**src/rtl/boss_fire_sched.sv**
```systemverilog
// ---------------------------------------------------------------------------
// boss_fire_sched
//
// Attack-pattern scheduler for the boss fight. Cycles through
// IDLE -> SPREAD (volleys of five spread bullets) -> BIG (one big bullet)
// -> COOLDOWN -> SPREAD ... and never launches into a slot whose bullet is
// still in flight.
//
// Optional feature macro: BOSS_RAGE_EN
//   When defined and 0 < boss_hp < RAGE_HP, the spread period and big-hold
//   are halved (minimum 1 cycle) and BIG returns straight to SPREAD.
//
// Ports:
//   clk22        in   game tick clock
//   rst          in   synchronous, active-high reset
//   boss         in   boss fight active; low acts like rst
//   boss_hp[7:0] in   boss HP; 0 = defeated (clears state, keeps pattern_cnt)
//   slot_busy[5:0] in [0] big bullet in flight, [5:1] spread bullets
//   fire[5:0]    out  one-cycle registered launch strobe per slot
//   phase[1:0]   out  0 IDLE, 1 SPREAD, 2 BIG, 3 COOLDOWN
//   pattern_cnt[7:0] out completed full patterns, saturating at 255
//   state_dbg[2:0] out raw FSM state for debug/checkers
//
// Handshake: there is no valid/ready pair here. fire[i] is a single-cycle
// strobe; it is only raised when slot_busy[i] was low on the deciding edge.
// ---------------------------------------------------------------------------
module boss_fire_sched #(
    parameter int SPREAD_PERIOD  = 8,
    parameter int SPREAD_VOLLEYS = 4,
    parameter int BIG_HOLD       = 12,
    parameter int COOLDOWN       = 16,
    parameter int RAGE_HP        = 32
) (
    input  logic       clk22,
    input  logic       rst,
    input  logic       boss,
    input  logic [7:0] boss_hp,
    input  logic [5:0] slot_busy,
    output logic [5:0] fire,
    output logic [1:0] phase,
    output logic [7:0] pattern_cnt,
    output logic [2:0] state_dbg
);

`ifdef BOSS_RAGE_EN
    localparam bit RAGE_ON = 1'b1;
`else
    localparam bit RAGE_ON = 1'b0;
`endif

    // Timer load values (timer counts load..0, so a load of N-1 spans N cycles).
    localparam int SPREAD_HALF = ((SPREAD_PERIOD >> 1) < 1) ? 1 : (SPREAD_PERIOD >> 1);
    localparam int HOLD_HALF   = ((BIG_HOLD >> 1) < 1) ? 1 : (BIG_HOLD >> 1);

    localparam logic [7:0] SPREAD_LOAD      = 8'(SPREAD_PERIOD - 1);
    localparam logic [7:0] SPREAD_LOAD_RAGE = 8'(SPREAD_HALF - 1);
    localparam logic [7:0] HOLD_LOAD        = 8'(BIG_HOLD - 1);
    localparam logic [7:0] HOLD_LOAD_RAGE   = 8'(HOLD_HALF - 1);
    localparam logic [7:0] COOL_LOAD        = 8'(COOLDOWN - 1);
    localparam logic [7:0] VOLLEY_LAST      = 8'(SPREAD_VOLLEYS - 1);
    localparam logic [7:0] RAGE_THRESH      = 8'(RAGE_HP);

    // BIG is split into a wait-for-slot state and a hold state so that the
    // big bullet can only be launched once per visit.
    typedef enum logic [2:0] {
        S_IDLE     = 3'd0,
        S_SPREAD   = 3'd1,
        S_BIG_WAIT = 3'd2,
        S_BIG_HOLD = 3'd3,
        S_COOLDOWN = 3'd4
    } state_t;

    state_t     state_q, state_n;
    logic [7:0] timer_q, timer_n;
    logic [7:0] volley_q, volley_n;
    logic [7:0] pcnt_n;
    logic [5:0] fire_n;

    // Rage is evaluated combinationally, so every timer load sees the
    // current HP.
    logic       rage;
    logic [7:0] spread_load;
    logic [7:0] hold_load;
    logic [7:0] pcnt_inc;

    assign rage        = RAGE_ON && (boss_hp < RAGE_THRESH);
    assign spread_load = rage ? SPREAD_LOAD_RAGE : SPREAD_LOAD;
    assign hold_load   = rage ? HOLD_LOAD_RAGE   : HOLD_LOAD;
    assign pcnt_inc    = (pattern_cnt == 8'hFF) ? pattern_cnt : pattern_cnt + 8'd1;

    always_ff @(posedge clk22) begin
        if (rst) begin
            state_q     <= S_IDLE;
            timer_q     <= 8'd0;
            volley_q    <= 8'd0;
            pattern_cnt <= 8'd0;
            fire        <= 6'd0;
        end else begin
            state_q     <= state_n;
            timer_q     <= timer_n;
            volley_q    <= volley_n;
            pattern_cnt <= pcnt_n;
            fire        <= fire_n;
        end
    end

    always_comb begin
        state_n  = state_q;
        timer_n  = timer_q;
        volley_n = volley_q;
        pcnt_n   = pattern_cnt;
        fire_n   = 6'd0;

        if (!boss || (boss_hp == 8'd0)) begin
            // Boss gone: same as reset, except a defeated boss keeps its
            // completed-pattern count.
            state_n  = S_IDLE;
            timer_n  = 8'd0;
            volley_n = 8'd0;
            if (!boss) begin
                pcnt_n = 8'd0;
            end
        end else begin
            case (state_q)
                S_IDLE: begin
                    state_n = S_SPREAD;
                    timer_n = spread_load;
                end

                S_SPREAD: begin
                    if (timer_q == 8'd0) begin
                        // A volley counts even when all slots are busy.
                        fire_n = {~slot_busy[5:1], 1'b0};
                        if (volley_q == VOLLEY_LAST) begin
                            state_n  = S_BIG_WAIT;
                            volley_n = 8'd0;
                            timer_n  = 8'd0;
                        end else begin
                            volley_n = volley_q + 8'd1;
                            timer_n  = spread_load;
                        end
                    end else begin
                        timer_n = timer_q - 8'd1;
                    end
                end

                S_BIG_WAIT: begin
                    if (!slot_busy[0]) begin
                        fire_n  = 6'b000001;
                        state_n = S_BIG_HOLD;
                        timer_n = hold_load;
                    end
                end

                S_BIG_HOLD: begin
                    if (timer_q == 8'd0) begin
                        if (rage) begin
                            state_n = S_SPREAD;
                            timer_n = spread_load;
                            pcnt_n  = pcnt_inc;
                        end else begin
                            state_n = S_COOLDOWN;
                            timer_n = COOL_LOAD;
                        end
                    end else begin
                        timer_n = timer_q - 8'd1;
                    end
                end

                S_COOLDOWN: begin
                    if (timer_q == 8'd0) begin
                        state_n = S_SPREAD;
                        timer_n = spread_load;
                        pcnt_n  = pcnt_inc;
                    end else begin
                        timer_n = timer_q - 8'd1;
                    end
                end

                default: begin
                    state_n = S_IDLE;
                    timer_n = 8'd0;
                end
            endcase
        end
    end

    always_comb begin
        case (state_q)
            S_SPREAD:               phase = 2'd1;
            S_BIG_WAIT, S_BIG_HOLD: phase = 2'd2;
            S_COOLDOWN:             phase = 2'd3;
            default:                phase = 2'd0;
        endcase
    end

    assign state_dbg = state_q;

endmodule

```
**config.mk**
```make
export PLATFORM = sky130hd
export DESIGN_NAME = boss_fire_sched
export DESIGN_NICKNAME = d
export VERILOG_FILES = /design/src/rtl/boss_fire_sched.sv
export SDC_FILE = /design/constraint.sdc
export NUM_CORES = 1
export LEC_CHECK = 0
export ABC_AREA = 0
export BUFFER_PORTS_ARGS = -buffer_cell sky130_fd_sc_hd__buf_4
export CAP_MARGIN = 20
export CORE_ASPECT_RATIO = 1.1
export CORE_MARGIN = 5
export CORE_UTILIZATION = 40
export DETAILED_ROUTE_END_ITERATION = 8
export GPL_TIMING_DRIVEN = 0
export PLACE_DENSITY = 0.72
export SYNTH_ARGS = -nofsm -noshare
export SYNTH_HDL_FRONTEND = slang
export SYNTH_SLANG_ARGS = --single-unit
```
**constraint.sdc**
```tcl
create_clock -name clk22 -period 5.25 [get_ports clk22]
set_input_delay 0.525 -clock clk22 [delete_from_list [all_inputs] [get_ports clk22]]
set_output_delay 0.525 -clock clk22 [all_outputs]
set_load 0.03 [all_outputs]
```
==> impl_metrics.tcl, run 1 <==
set metrics [dict create \
    status "finished clean" \
    syn2layout_area_growth_pct 23.48 \
    cts_made_buffers 5 \
    p_sw_share_pct 25.86 \
    combPwrFrac_pct 13.9 \
    drtAntennaViolNets 0 \
    dp_hpwl_mm 3.489 \
    finalHoldWorstSlack_ns 0.3932 \
    cts_setup_buffers 0 \
    track_usage_pct 17.07 \
    cts_resized 0 \
    crit_required_ns 5.46 \
    final.setup_skew_ns 0.004320 \
    synth-async-reset-ratio_pct 0 \
    dr_total_vias 1769 \
    start_util_pct 41.40 \
    synthTopCellsByArea "dfxtp_1 37%, a21oi_1 6.2%, nand2_1 4.2%, nand3_1 3.4%, nand4_1 3.2%" \
    yosys-top-cells-count "33 x dfxtp_1, 22 x a21oi_1, 20 x nand2_1, 12 x nand3_1, 12 x nor2_1" \
    synth_ff_type "dfxtp_1" \
    hp-class "input pin to flip-flop" \
    row_count 25 \
    synth.top_cell.area_share_pct 37.24 \
    design_area_um2 2191 \
    fin_crit_sh_pct 42.40 \
    p_switching_w 0.0001352 \
    yosysUniqueCellTypes 49 \
    synth_area_per_cell_um2 8.214 \
    routedWlPerCell_um 14.94 \
    cts_root_buf "clkbuf_8" \
    maxSlewHeadroom_pct 42.64 \
    die_w_um 73.50 \
    synth_nets 237 \
    core_area_um2 4285 \
    h-tree-depth 2 \
    crit_type "flip-flop to flip-flop" \
    worst_slew_pin_slew_ns 0.8525 \
    seq_area_frac_synth_pct 37.24 \
    syn_area_um2 1774 \
    antenna_found_initial 0 \
    yosys_warnings 0 \
    clkTransAtPathRegs_ns 0.06 \
    setup_violations 0 \
    grt_start_max_net_pins 11 \
    r2r-start "timer_q[0]$_SDFFE_PP0P_" \
    p_per_area_nw_per_um2 238.6 \
    min-delay-start "slot_busy[1]" \
    rrSetupSlack_ns 3.02 \
    layout_min_cycle_time_ns 2.226 \
    postRouteWirelength_mm 4.660 \
    leakage_nw 0.8001 \
    avgViaCountPerCell 5.670 \
    worst_ir_drop_vdd_mv 0.09408 \
    crit_path_start "timer_q[0]$_SDFFE_PP0P_" \
    cp_data_arrival_time_ns 2.44 \
    fmax_mhz 449.3 \
    rsz0062_at_grt "false" \
    yosysTopAreaCell "dfxtp_1" \
    synth.most_common_cell "dfxtp_1" \
    dieArea_um2 5869 \
    grt_pass1_vias 1617 \
    io_buffers 35 \
    r2r-end "pattern_cnt[0]$_SDFFE_PP0P_" \
    firstDrtPassIters 4 \
    grt-ovfl-total 0 \
    die_y_um 79.85 \
    first_iter_violations 124 \
    io_pins 36 \
    syn_inst 216 \
    startpoint_type "flip-flop" \
    worstPathMaxFanout 10 \
    synth_edf_count 0 \
    ys_ff_latch 33 \
    layout-drive-gt1-share_pct 20.16 \
    rr_worst_depth 7 \
    routabilityCongestion 0.9054 \
    cts_tree "done" \
    min_path_cells 2 \
    cts-hold-fix-buffers 0 \
    cp-end-kind "flip-flop" \
    final_nets 279 \
    total_power_w 0.0005228 \
    clk_latency_ns 0.28 \
    slew_violations 0 \
    placed_area_um2 2105 \
    cap_violations 0 \
    grt_pass1_wl_mm 7.886 \
    num_antenna_cells 0 \
    pwr-share-clk_pct 36.7 \
    hold_viol 0 \
    drc_errors 0 \
    tns_ns 0 \
    clockBufferDepth 2 \
    power.internal_w 0.0003876 \
    p_seq_share_pct 49.4 \
    clock_sinks 33 \
    whs_endpoint "fire[1]$_SDFF_PP0_" \
]
[layout make-up]
type,count,area [um^2]
flip-flops and latches,33,660.6
well taps,54,67.56
fillers,413,2095
plain buffers,9,38.79
clock buffers,7,86.33
repair buffers,35,262.8
multi-input cells,168,1052
inverters,6,22.52
[sequential cells by signal, summed over array words and instances (netlist names)]
signal and cells:
volley_q 8, pattern_cnt 8, state_dbg 3, timer_q 8, fire 6
[worst max-delay path, stage by stage, from the launching register on]
cell and delay [ns]:
dfxtp_1 0.33, inv_1 0.10, ha_1 0.20, nor4b_2 0.47
o211ai_1 0.28, buf_2 0.26, or3_1 0.35, a21oi_1 0.15
[metrics by stage]
stage,cells,util [%],setup slack [ns]
6_report,312,51.12,3.024
2_1_floorplan,216,-,3.288
4_1_cts,312,51.12,3.031
3_3_place_gp,305,49.11,2.842
5_1_grt,312,51.12,2.812
3_5_place_dp,305,49.11,2.820
[routing by layer]
metal  vias to the layer above  wire length (um)  track usage, %
met5                         -                 0               0
met4                         0                67           6.522
met3                         5               282           4.282
met2                        52              2193           27.22
met1                       812              2116           21.80
li1                        900                 -               -
[cell families (layout without fill, tap and decap cells)]
group,after synthesis,after routing,share of synthesized area (%)
AO/OA/AOI/OAI,62,62,21.44
adder cells (fa/ha/maj),4,4,2.821
XOR/XNOR,4,4,1.975
flip-flops,33,33,37.24
buffers and inverters,15,57,3.455
AND/OR/NAND/NOR,98,98,33.07
[power groups by stage]
stage               Clock, W  Combinational, W  Sequential (W)
detailed placement         0         0.0000722        0.000264
floorplan                  0         0.0000460        0.000264
CTS                 0.000199         0.0000724        0.000258
global placement           0         0.0000712        0.000264
global route        0.000209         0.0000808        0.000259
finish              0.000192         0.0000728        0.000258
[worst max path at each step]
stage | slack [ns] | to
after CTS | 3.03 | pattern_cnt[0]$_SDFFE_PP0P_
after floorplan | 3.29 | pattern_cnt[7]$_SDFFE_PP0P_
after global routing | 2.81 | pattern_cnt[0]$_SDFFE_PP0P_
after global placement | 2.84 | state_dbg[0]$_SDFFE_PP0P_
final | 3.02 | pattern_cnt[0]$_SDFFE_PP0P_
after detailed placement | 2.82 | volley_q[1]$_SDFFE_PP0P_
[layout by cell type, fill, tap and decap left out, types with 7 or more instances in the layout]
| master | Yosys | routed |
|---|---|---|
| dfxtp_1 | 33 | 33 |
| o31ai_1 | 7 | 7 |
| a21oi_1 | 22 | 22 |
| nand2_1 | 20 | 20 |
| o21ai_0 | 7 | 7 |
| or4_1 | 7 | 7 |
| nand3_1 | 12 | 12 |
| nor2_1 | 12 | 12 |
| buf_4 | 0 | 35 |
| nand4_1 | 9 | 9 |
Note: power is estimated with default switching activity, not from simulation.
==> inputs of run 2 (changes only) <==
--- a/config.mk
+++ b/config.mk
@@ -5,7 +5,7 @@
 export SDC_FILE = /design/constraint.sdc
 export NUM_CORES = 1
 export LEC_CHECK = 0
-export ABC_AREA = 0
+export ABC_AREA = 1
 export BUFFER_PORTS_ARGS = -buffer_cell sky130_fd_sc_hd__buf_4
 export CAP_MARGIN = 20
 export CORE_ASPECT_RATIO = 1.1
@@ -13,7 +13,7 @@
 export CORE_UTILIZATION = 40
 export DETAILED_ROUTE_END_ITERATION = 8
 export GPL_TIMING_DRIVEN = 0
-export PLACE_DENSITY = 0.72
+export PLACE_DENSITY = 0.74
 export SYNTH_ARGS = -nofsm -noshare
 export SYNTH_HDL_FRONTEND = slang
 export SYNTH_SLANG_ARGS = --single-unit
==> constraint.sdc (replaced) <==
create_clock -name clk22 -period 2 [get_ports clk22]
set_input_delay 0.2 -clock clk22 [delete_from_list [all_inputs] [get_ports clk22]]
set_output_delay 0.2 -clock clk22 [all_outputs]
set_load 0.03 [all_outputs]
==> run 2 against run 1 <==
Against the previous run: clock-buffer cell count shrank 1; critical path type unchanged; setup slack lost 2.6 ns; final area grew 5.1%; maximum frequency grew 41%; total power grew to 3.1 times the previous value; critical path depth grew 3; clock power grew to 2.5 times the previous value; register-to-register slack lost 2.6 ns; clock skew grew 0.0032 ns; hold slack lost 0.34 ns; sequential cell count is the same; utilization shrank 1.3 points.
==> impl_metrics.tcl, run 2 <==
set metrics [dict create \
    seq_area_frac_synth_pct 34.85 \
    clk_latency_ns 0.29 \
    dr_total_vias 1812 \
    routedWlPerCell_um 11.08 \
    worstPathMaxFanout 9 \
    layout_min_cycle_time_ns 1.579 \
    grt_pass1_wl_mm 6.913 \
    rsz0062_at_grt "false" \
    fin_crit_sh_pct 78.93 \
    syn_inst 273 \
    synth.most_common_cell "nand2_1" \
    drc_errors 0 \
    min_path_cells 2 \
    cts-hold-fix-buffers 0 \
    combPwrFrac_pct 26.8 \
    min-delay-start "slot_busy[5]" \
    crit_required_ns 2.17 \
    drtAntennaViolNets 0 \
    r2r-start "pattern_cnt[0]$_SDFFE_PP0P_" \
    setup_violations 0 \
    cp-end-kind "flip-flop" \
    worst_slew_pin_slew_ns 0.4780 \
    die_y_um 82.20 \
    yosysTopAreaCell "dfxtp_1" \
    slew_violations 0 \
    cp_data_arrival_time_ns 1.75 \
    top_layer_used "met4" \
    track_usage_pct 14.23 \
    power.internal_w 0.001081 \
    antenna_found_initial 0 \
    wl_met1_mm 1.805 \
    hp-class "input pin to flip-flop" \
    finalHoldWorstSlack_ns 0.05511 \
    crit_buf_inv 2 \
    dp_hpwl_mm 3.212 \
    io_buffers 34 \
    design_area_um2 2303 \
    synth_area_per_cell_um2 6.943 \
    synthTopCellsByArea "dfxtp_1 35%, nand2_1 13%, nor2_1 8.9%, inv_1 5.5%, nand3_1 5.0%" \
    fin_ws_ns 0.4214 \
    final_nets 335 \
    yosys-top-cells-count "65 x nand2_1, 45 x nor2_1, 33 x dfxtp_1, 28 x inv_1, 19 x nand3_1" \
    dieArea_um2 6217 \
    pwr-share-clk_pct 29.6 \
    slowest_stage "dfxtp_1" \
    mostFrequentLayoutCells "65 x nand2_1, 45 x nor2_1, 34 x buf_4" \
    grt_start_max_net_pins 11 \
    max_stage_delay_ns 0.40 \
    avgViaCountPerCell 4.884 \
    row_count 26 \
    status "finished clean" \
    p_sw_share_pct 33.99 \
    path_cells "ha_1 > nand2_1 > inv_1 > nand3_1 > o21ai_0 > nand2_1 > nand2_4 > clkinv_4 > nand2_1 > a21oi_2" \
    synth_nets 294 \
    rrSetupSlack_ns 0.42 \
    cap_violations 0 \
    tns_ns 0 \
    num_antenna_cells 0 \
    start_util_pct 41.03 \
    syn_area_um2 1896 \
    core_area_um2 4619 \
    p_seq_share_pct 43.5 \
    cts_root_buf "clkbuf_8" \
    yosysUniqueCellTypes 32 \
    wl_met2_mm 2.014 \
    p_per_area_nw_per_um2 710.8 \
    clockBufferDepth 2 \
    clock_sinks 33 \
    p_switching_w 0.0005565 \
    r2r-end "pattern_cnt[5]$_SDFFE_PP0P_" \
    cp_common_cell "nand2_1" \
    io_pins 36 \
    cts_made_buffers 5 \
    clkTransAtPathRegs_ns 0.07 \
    firstDrtPassIters 4 \
    rr_worst_depth 10 \
    yosys_warnings 0 \
    postRouteWirelength_mm 4.111 \
    first_iter_violations 83 \
    synth_ff_type "dfxtp_1" \
    fmax_mhz 633.5 \
    whs_endpoint "fire[5]$_SDFF_PP0_" \
    die_w_um 75.64 \
    cts_tree "done" \
    startpoint_type "flip-flop" \
    cts_resized 0 \
    fin_util_pct 49.86 \
    synth-async-reset-ratio_pct 0 \
    hold_viol 0 \
    syn2layout_area_growth_pct 21.52 \
    final.setup_skew_ns 0.007531 \
    wl_met3_um 239 \
    layout_commonest_cell "nand2_1" \
    crit_type "flip-flop to flip-flop" \
    synth_edf_count 0 \
    routabilityCongestion 0.8374 \
    worst_ir_drop_vdd_mv 0.3954 \
    leakage_nw 1.031 \
    ys_ff_latch 33 \
    dp_slack_ns 0.4222 \
    synth.top_cell.area_share_pct 34.85 \
    placed_area_um2 2221 \
    layout-drive-gt1-share_pct 22.54 \
    h-tree-depth 2 \
    cts_setup_buffers 0 \
    reg_top3 "pattern_cnt: 8 flops, timer_q: 8 flops, volley_q: 8 flops" \
    cp_top_family "simple AND/OR/NAND/NOR gates" \
    grt_pass1_vias 1629 \
    grt-ovfl-total 0 \
    maxSlewHeadroom_pct 68.02 \
]
## run 2: cell count changes in the layout (fill, tap and decap cells not counted), sizes merged, moves of 7 or more
cell / previous run / this run
nand3: 12 / 25
o31ai: 7 / 0
nor2: 12 / 53
nand2: 20 / 70
inv: 6 / 32
or4: 7 / 0
## run 2: layer usage
layer / vias to the layer above / global-route usage (%)
met4: 0 / 5.070
met1: 816 / 16.24
met2: 34 / 25.22
met5: - / 0
li1: 956 / -
met3: 6 / 3.753
## run 2: layout make-up
cell class / count / area (um^2)
Tap cell: 56 / 70.07
Multi-Input combinational cell: 205 / 1097
Fill cell: 463 / 2316
Inverter: 33 / 128.9
Timing Repair Buffer: 34 / 255.2
Sequential cell: 33 / 660.6
Buffer: 2 / 8.758
Clock inverter: 2 / 10.01
Clock buffer: 6 / 72.57
## run 2: per-stage QoR
stage | std cells | power [W]
CTS | 371 | 0.001655
floorplan | 273 | 0.001051
detailed placement | 363 | 0.001166
finish | 371 | 0.001637
global placement | 363 | 0.001160
global route | 371 | 0.001734
## run 2: cells by family (layout without fill, tap and decap cells)
group,Yosys count,count (layout),synth area share [%]
buffers and inverters,35,77,7.260
and+or+nand+nor,157,157,40.40
xor gates and xnor gates,9,9,4.159
AOI/OAI and AO/OA,35,35,10.69
adders and majority gates,4,4,2.640
DFF,33,33,34.85
## run 2: worst max-delay path by stage
stage | start | slack, ns | end | cells after the start
after global routing | pattern_cnt[0]$_SDFFE_PP0P_ | 0.23 | pattern_cnt[0]$_SDFFE_PP0P_ | 10
after CTS | pattern_cnt[0]$_SDFFE_PP0P_ | 0.41 | pattern_cnt[5]$_SDFFE_PP0P_ | 10
after floorplan | pattern_cnt[0]$_SDFFE_PP0P_ | 0.35 | pattern_cnt[0]$_SDFFE_PP0P_ | 10
after global placement | pattern_cnt[0]$_SDFFE_PP0P_ | 0.44 | pattern_cnt[6]$_SDFFE_PP0P_ | 10
after detailed placement | timer_q[0]$_SDFFE_PP0P_ | 0.42 | pattern_cnt[0]$_SDFFE_PP0P_ | 9
final | pattern_cnt[0]$_SDFFE_PP0P_ | 0.42 | pattern_cnt[5]$_SDFFE_PP0P_ | 10
## run 2: power by group through the flow
stage | Sequential [W] | Combinational (W) | Clock [W]
after floorplan | 0.000746 | 0.000306 | 0
after global placement | 0.000727 | 0.000434 | 0
after detailed placement | 0.000727 | 0.000439 | 0
after CTS | 0.000713 | 0.000441 | 0.000501
after global routing | 0.000716 | 0.000491 | 0.000526
final | 0.000713 | 0.000439 | 0.000485
## run 2: worst register-to-register path: cells and delay by family (launching register included)
family	cells	cell delay (ns)
AO/OA/AOI/OAI	2	0.13
adder cells (fa/ha/maj)	1	0.21
buffers and inverters	2	0.18
flip-flops	1	0.40
AND/OR/NAND/NOR	5	0.54
==> inputs of run 3 (changes only) <==
--- a/config.mk
+++ b/config.mk
@@ -13,7 +13,7 @@
 export CORE_UTILIZATION = 40
 export DETAILED_ROUTE_END_ITERATION = 8
 export GPL_TIMING_DRIVEN = 0
-export PLACE_DENSITY = 0.74
+export PLACE_DENSITY = 0.72
 export SYNTH_ARGS = -nofsm -noshare
 export SYNTH_HDL_FRONTEND = slang
 export SYNTH_SLANG_ARGS = --single-unit
==> constraint.sdc (replaced) <==
create_clock -name clk22 -period 1.65 [get_ports clk22]
set_input_delay 0.165 -clock clk22 [delete_from_list [all_inputs] [get_ports clk22]]
set_output_delay 0.165 -clock clk22 [all_outputs]
set_load 0.03 [all_outputs]
==> run 3 against run 2 <==
Against the previous run: setup slack got worse by 0.32 ns; sequential cell count unchanged; die area unchanged.
==> impl_metrics.tcl, run 3 (synthesis gave the netlist of run 2 again) <==
set metrics [dict create \
    status "finished clean" \
    final.setup_skew_ns 0.008644 \
    crit_required_ns 1.84 \
    cts_tree "done" \
    leakage_nw 1.080 \
    setup_violations 0 \
    finalHoldWorstSlack_ns 0.01664 \
    pwr-share-clk_pct 35.8 \
    routabilityCongestion 0.7984 \
    num_antenna_cells 0 \
    fmax_mhz 645.1 \
    startpoint_type "flip-flop" \
    start_util_pct 41.03 \
    clkTransAtPathRegs_ns 0.07 \
    track_usage_pct 14.39 \
    dieArea_um2 6217 \
    h-tree-depth 2 \
    fin_crit_sh_pct 93.95 \
    layout-drive-gt1-share_pct 25.86 \
    layout_commonest_cell "nand2_1" \
    die_y_um 82.20 \
    drtAntennaViolNets 0 \
    combPwrFrac_pct 25.7 \
    grt_pass1_vias 1669 \
    rrSetupSlack_ns 0.1 \
    r2r-end "pattern_cnt[0]$_SDFFE_PP0P_" \
    clk_latency_ns 0.29 \
    p_seq_share_pct 38.5 \
    whs_endpoint "fire[4]$_SDFF_PP0_" \
    routedWlPerCell_um 11.26 \
    grt-ovfl-total 0 \
    final_nets 341 \
    cts_made_buffers 5 \
    maxSlewHeadroom_pct 65.84 \
    clock_sinks 33 \
    dp_slack_ns 0.04021 \
    core_area_um2 4619 \
    dp_hpwl_mm 3.127 \
    slew_violations 0 \
    fin_ws_ns 0.09986 \
    io_buffers 34 \
    firstDrtPassIters 4 \
    total_power_w 0.002239 \
    p_sw_share_pct 31.49 \
    p_per_area_nw_per_um2 932.0 \
    hp-class "input pin to flip-flop" \
    avgViaCountPerCell 4.963 \
    drc_errors 0 \
    cap_violations 0 \
    cts_root_buf "clkbuf_8" \
    min_path_cells 2 \
    cp-end-kind "flip-flop" \
    io_pins 36 \
    antenna_found_initial 0 \
    tns_ns 0 \
    crit_type "flip-flop to flip-flop" \
    r2r-start "timer_q[0]$_SDFFE_PP0P_" \
    min-delay-start "slot_busy[4]" \
    grt_start_max_net_pins 11 \
    power.internal_w 0.001534 \
    cp_data_arrival_time_ns 1.74 \
    first_iter_violations 114 \
    layout_min_cycle_time_ns 1.550 \
    fin_util_pct 52.00 \
    row_count 26 \
    die_w_um 75.64 \
    dr_total_vias 1871 \
    p_switching_w 0.0007049 \
    clockBufferDepth 2 \
    mostFrequentLayoutCells "63 x nand2_1, 44 x nor2_1, 39 x buf_4" \
    worst_ir_drop_vdd_mv 0.3339 \
    hold_viol 0 \
    worstPathMaxFanout 6 \
    reg_top3 "pattern_cnt: 8 flops, timer_q: 8 flops, volley_q: 8 flops" \
    postRouteWirelength_mm 4.246 \
    n_fill_cell 475 \
    grt_pass1_wl_mm 6.831 \
    syn2layout_area_growth_pct 26.73 \
    rr_worst_depth 9 \
    rsz0062_at_grt "false" \
    worst_slew_pin_slew_ns 0.5105 \
]
-- run 3: cell count changes in the layout (fill, tap and decap cells not counted), sizes merged --
cell    previous run  this run
nand2             70        71
clkinv             3         1
buf               35        40
clkbuf             7         8
bufinv             0         1
-- run 3: final cells by class --
class | instances | area (um^2) | share of cell area [%]
buffer | 2 | 8.758 | 0.3646
tap | 56 | 70.07 | 2.917
timing repair buffer | 39 | 292.8 | 12.19
clock buffer | 7 | 86.33 | 3.594
sequential | 33 | 663.1 | 27.60
multi-input combinational | 206 | 1122 | 46.72
clock inverter | 1 | 30.03 | 1.250
inverter | 33 | 128.9 | 5.365
-- run 3: what timing repair did --
item | 4_1_cts | 5_1_grt
setup buffers | 0 | 5
hold buffers | 0 | 0
setup endpoints to repair | 0 | 15
gates resized for setup | 0 | 7
-- run 3: how the worst max path moves through the flow --
stage / startpoint / endpoint / slack [ns] / cells past startpoint
2_1_floorplan: pattern_cnt[1]$_SDFFE_PP0P_ / pattern_cnt[0]$_SDFFE_PP0P_ / 0.01 / 10
3_3_place_gp: timer_q[0]$_SDFFE_PP0P_ / pattern_cnt[0]$_SDFFE_PP0P_ / 0.07 / 9
3_5_place_dp: timer_q[0]$_SDFFE_PP0P_ / pattern_cnt[0]$_SDFFE_PP0P_ / 0.04 / 9
4_1_cts: timer_q[0]$_SDFFE_PP0P_ / pattern_cnt[1]$_SDFFE_PP0P_ / 0.003 / 9
5_1_grt: pattern_cnt[0]$_SDFFE_PP0P_ / pattern_cnt[1]$_SDFFE_PP0P_ / 0.003 / 10
6_report: timer_q[0]$_SDFFE_PP0P_ / pattern_cnt[0]$_SDFFE_PP0P_ / 0.1 / 9
-- run 3: power by group through the flow --
| stage | combinational [W] | sequential (W) | clock [W] |
|---|---|---|---|
| floorplan | 0.000370 | 0.000904 | 0 |
| global placement | 0.000532 | 0.000880 | 0 |
| detailed placement | 0.000538 | 0.000881 | 0 |
| CTS | 0.000540 | 0.000862 | 0.000825 |
| global route | 0.000639 | 0.000868 | 0.000856 |
| finish | 0.000575 | 0.000863 | 0.000801 |
-- run 3: worst max-delay path, cell delays in order (launching register included) --
cell	delay, ns
dfxtp_1	0.32
inv_1	0.12
ha_1	0.21
nand2_2	0.11
nor2_8	0.17
nand3_4	0.09
nand2_4	0.11
nand2_2	0.09
o21ai_0	0.16
nor2_1	0.06
-- run 3: stage by stage --
step	area (um^2)	std cells
finish	2402	377
global placement	2222	363
floorplan	1897	273
global route	2402	377
CTS	2338	371
detailed placement	2222	363
-- run 3: layer usage --
layer | share of wire (%) | wire length, um | vias up | global-route usage [%]
met2 | 49 | 2063 | 39 | 24.44
li1 | - | - | 966 | -
met4 | 1.9 | 81 | 0 | 6.818
met1 | 43 | 1809 | 857 | 16.11
met5 | 0 | 0 | - | 0
met3 | 6.9 | 292 | 9 | 4.600
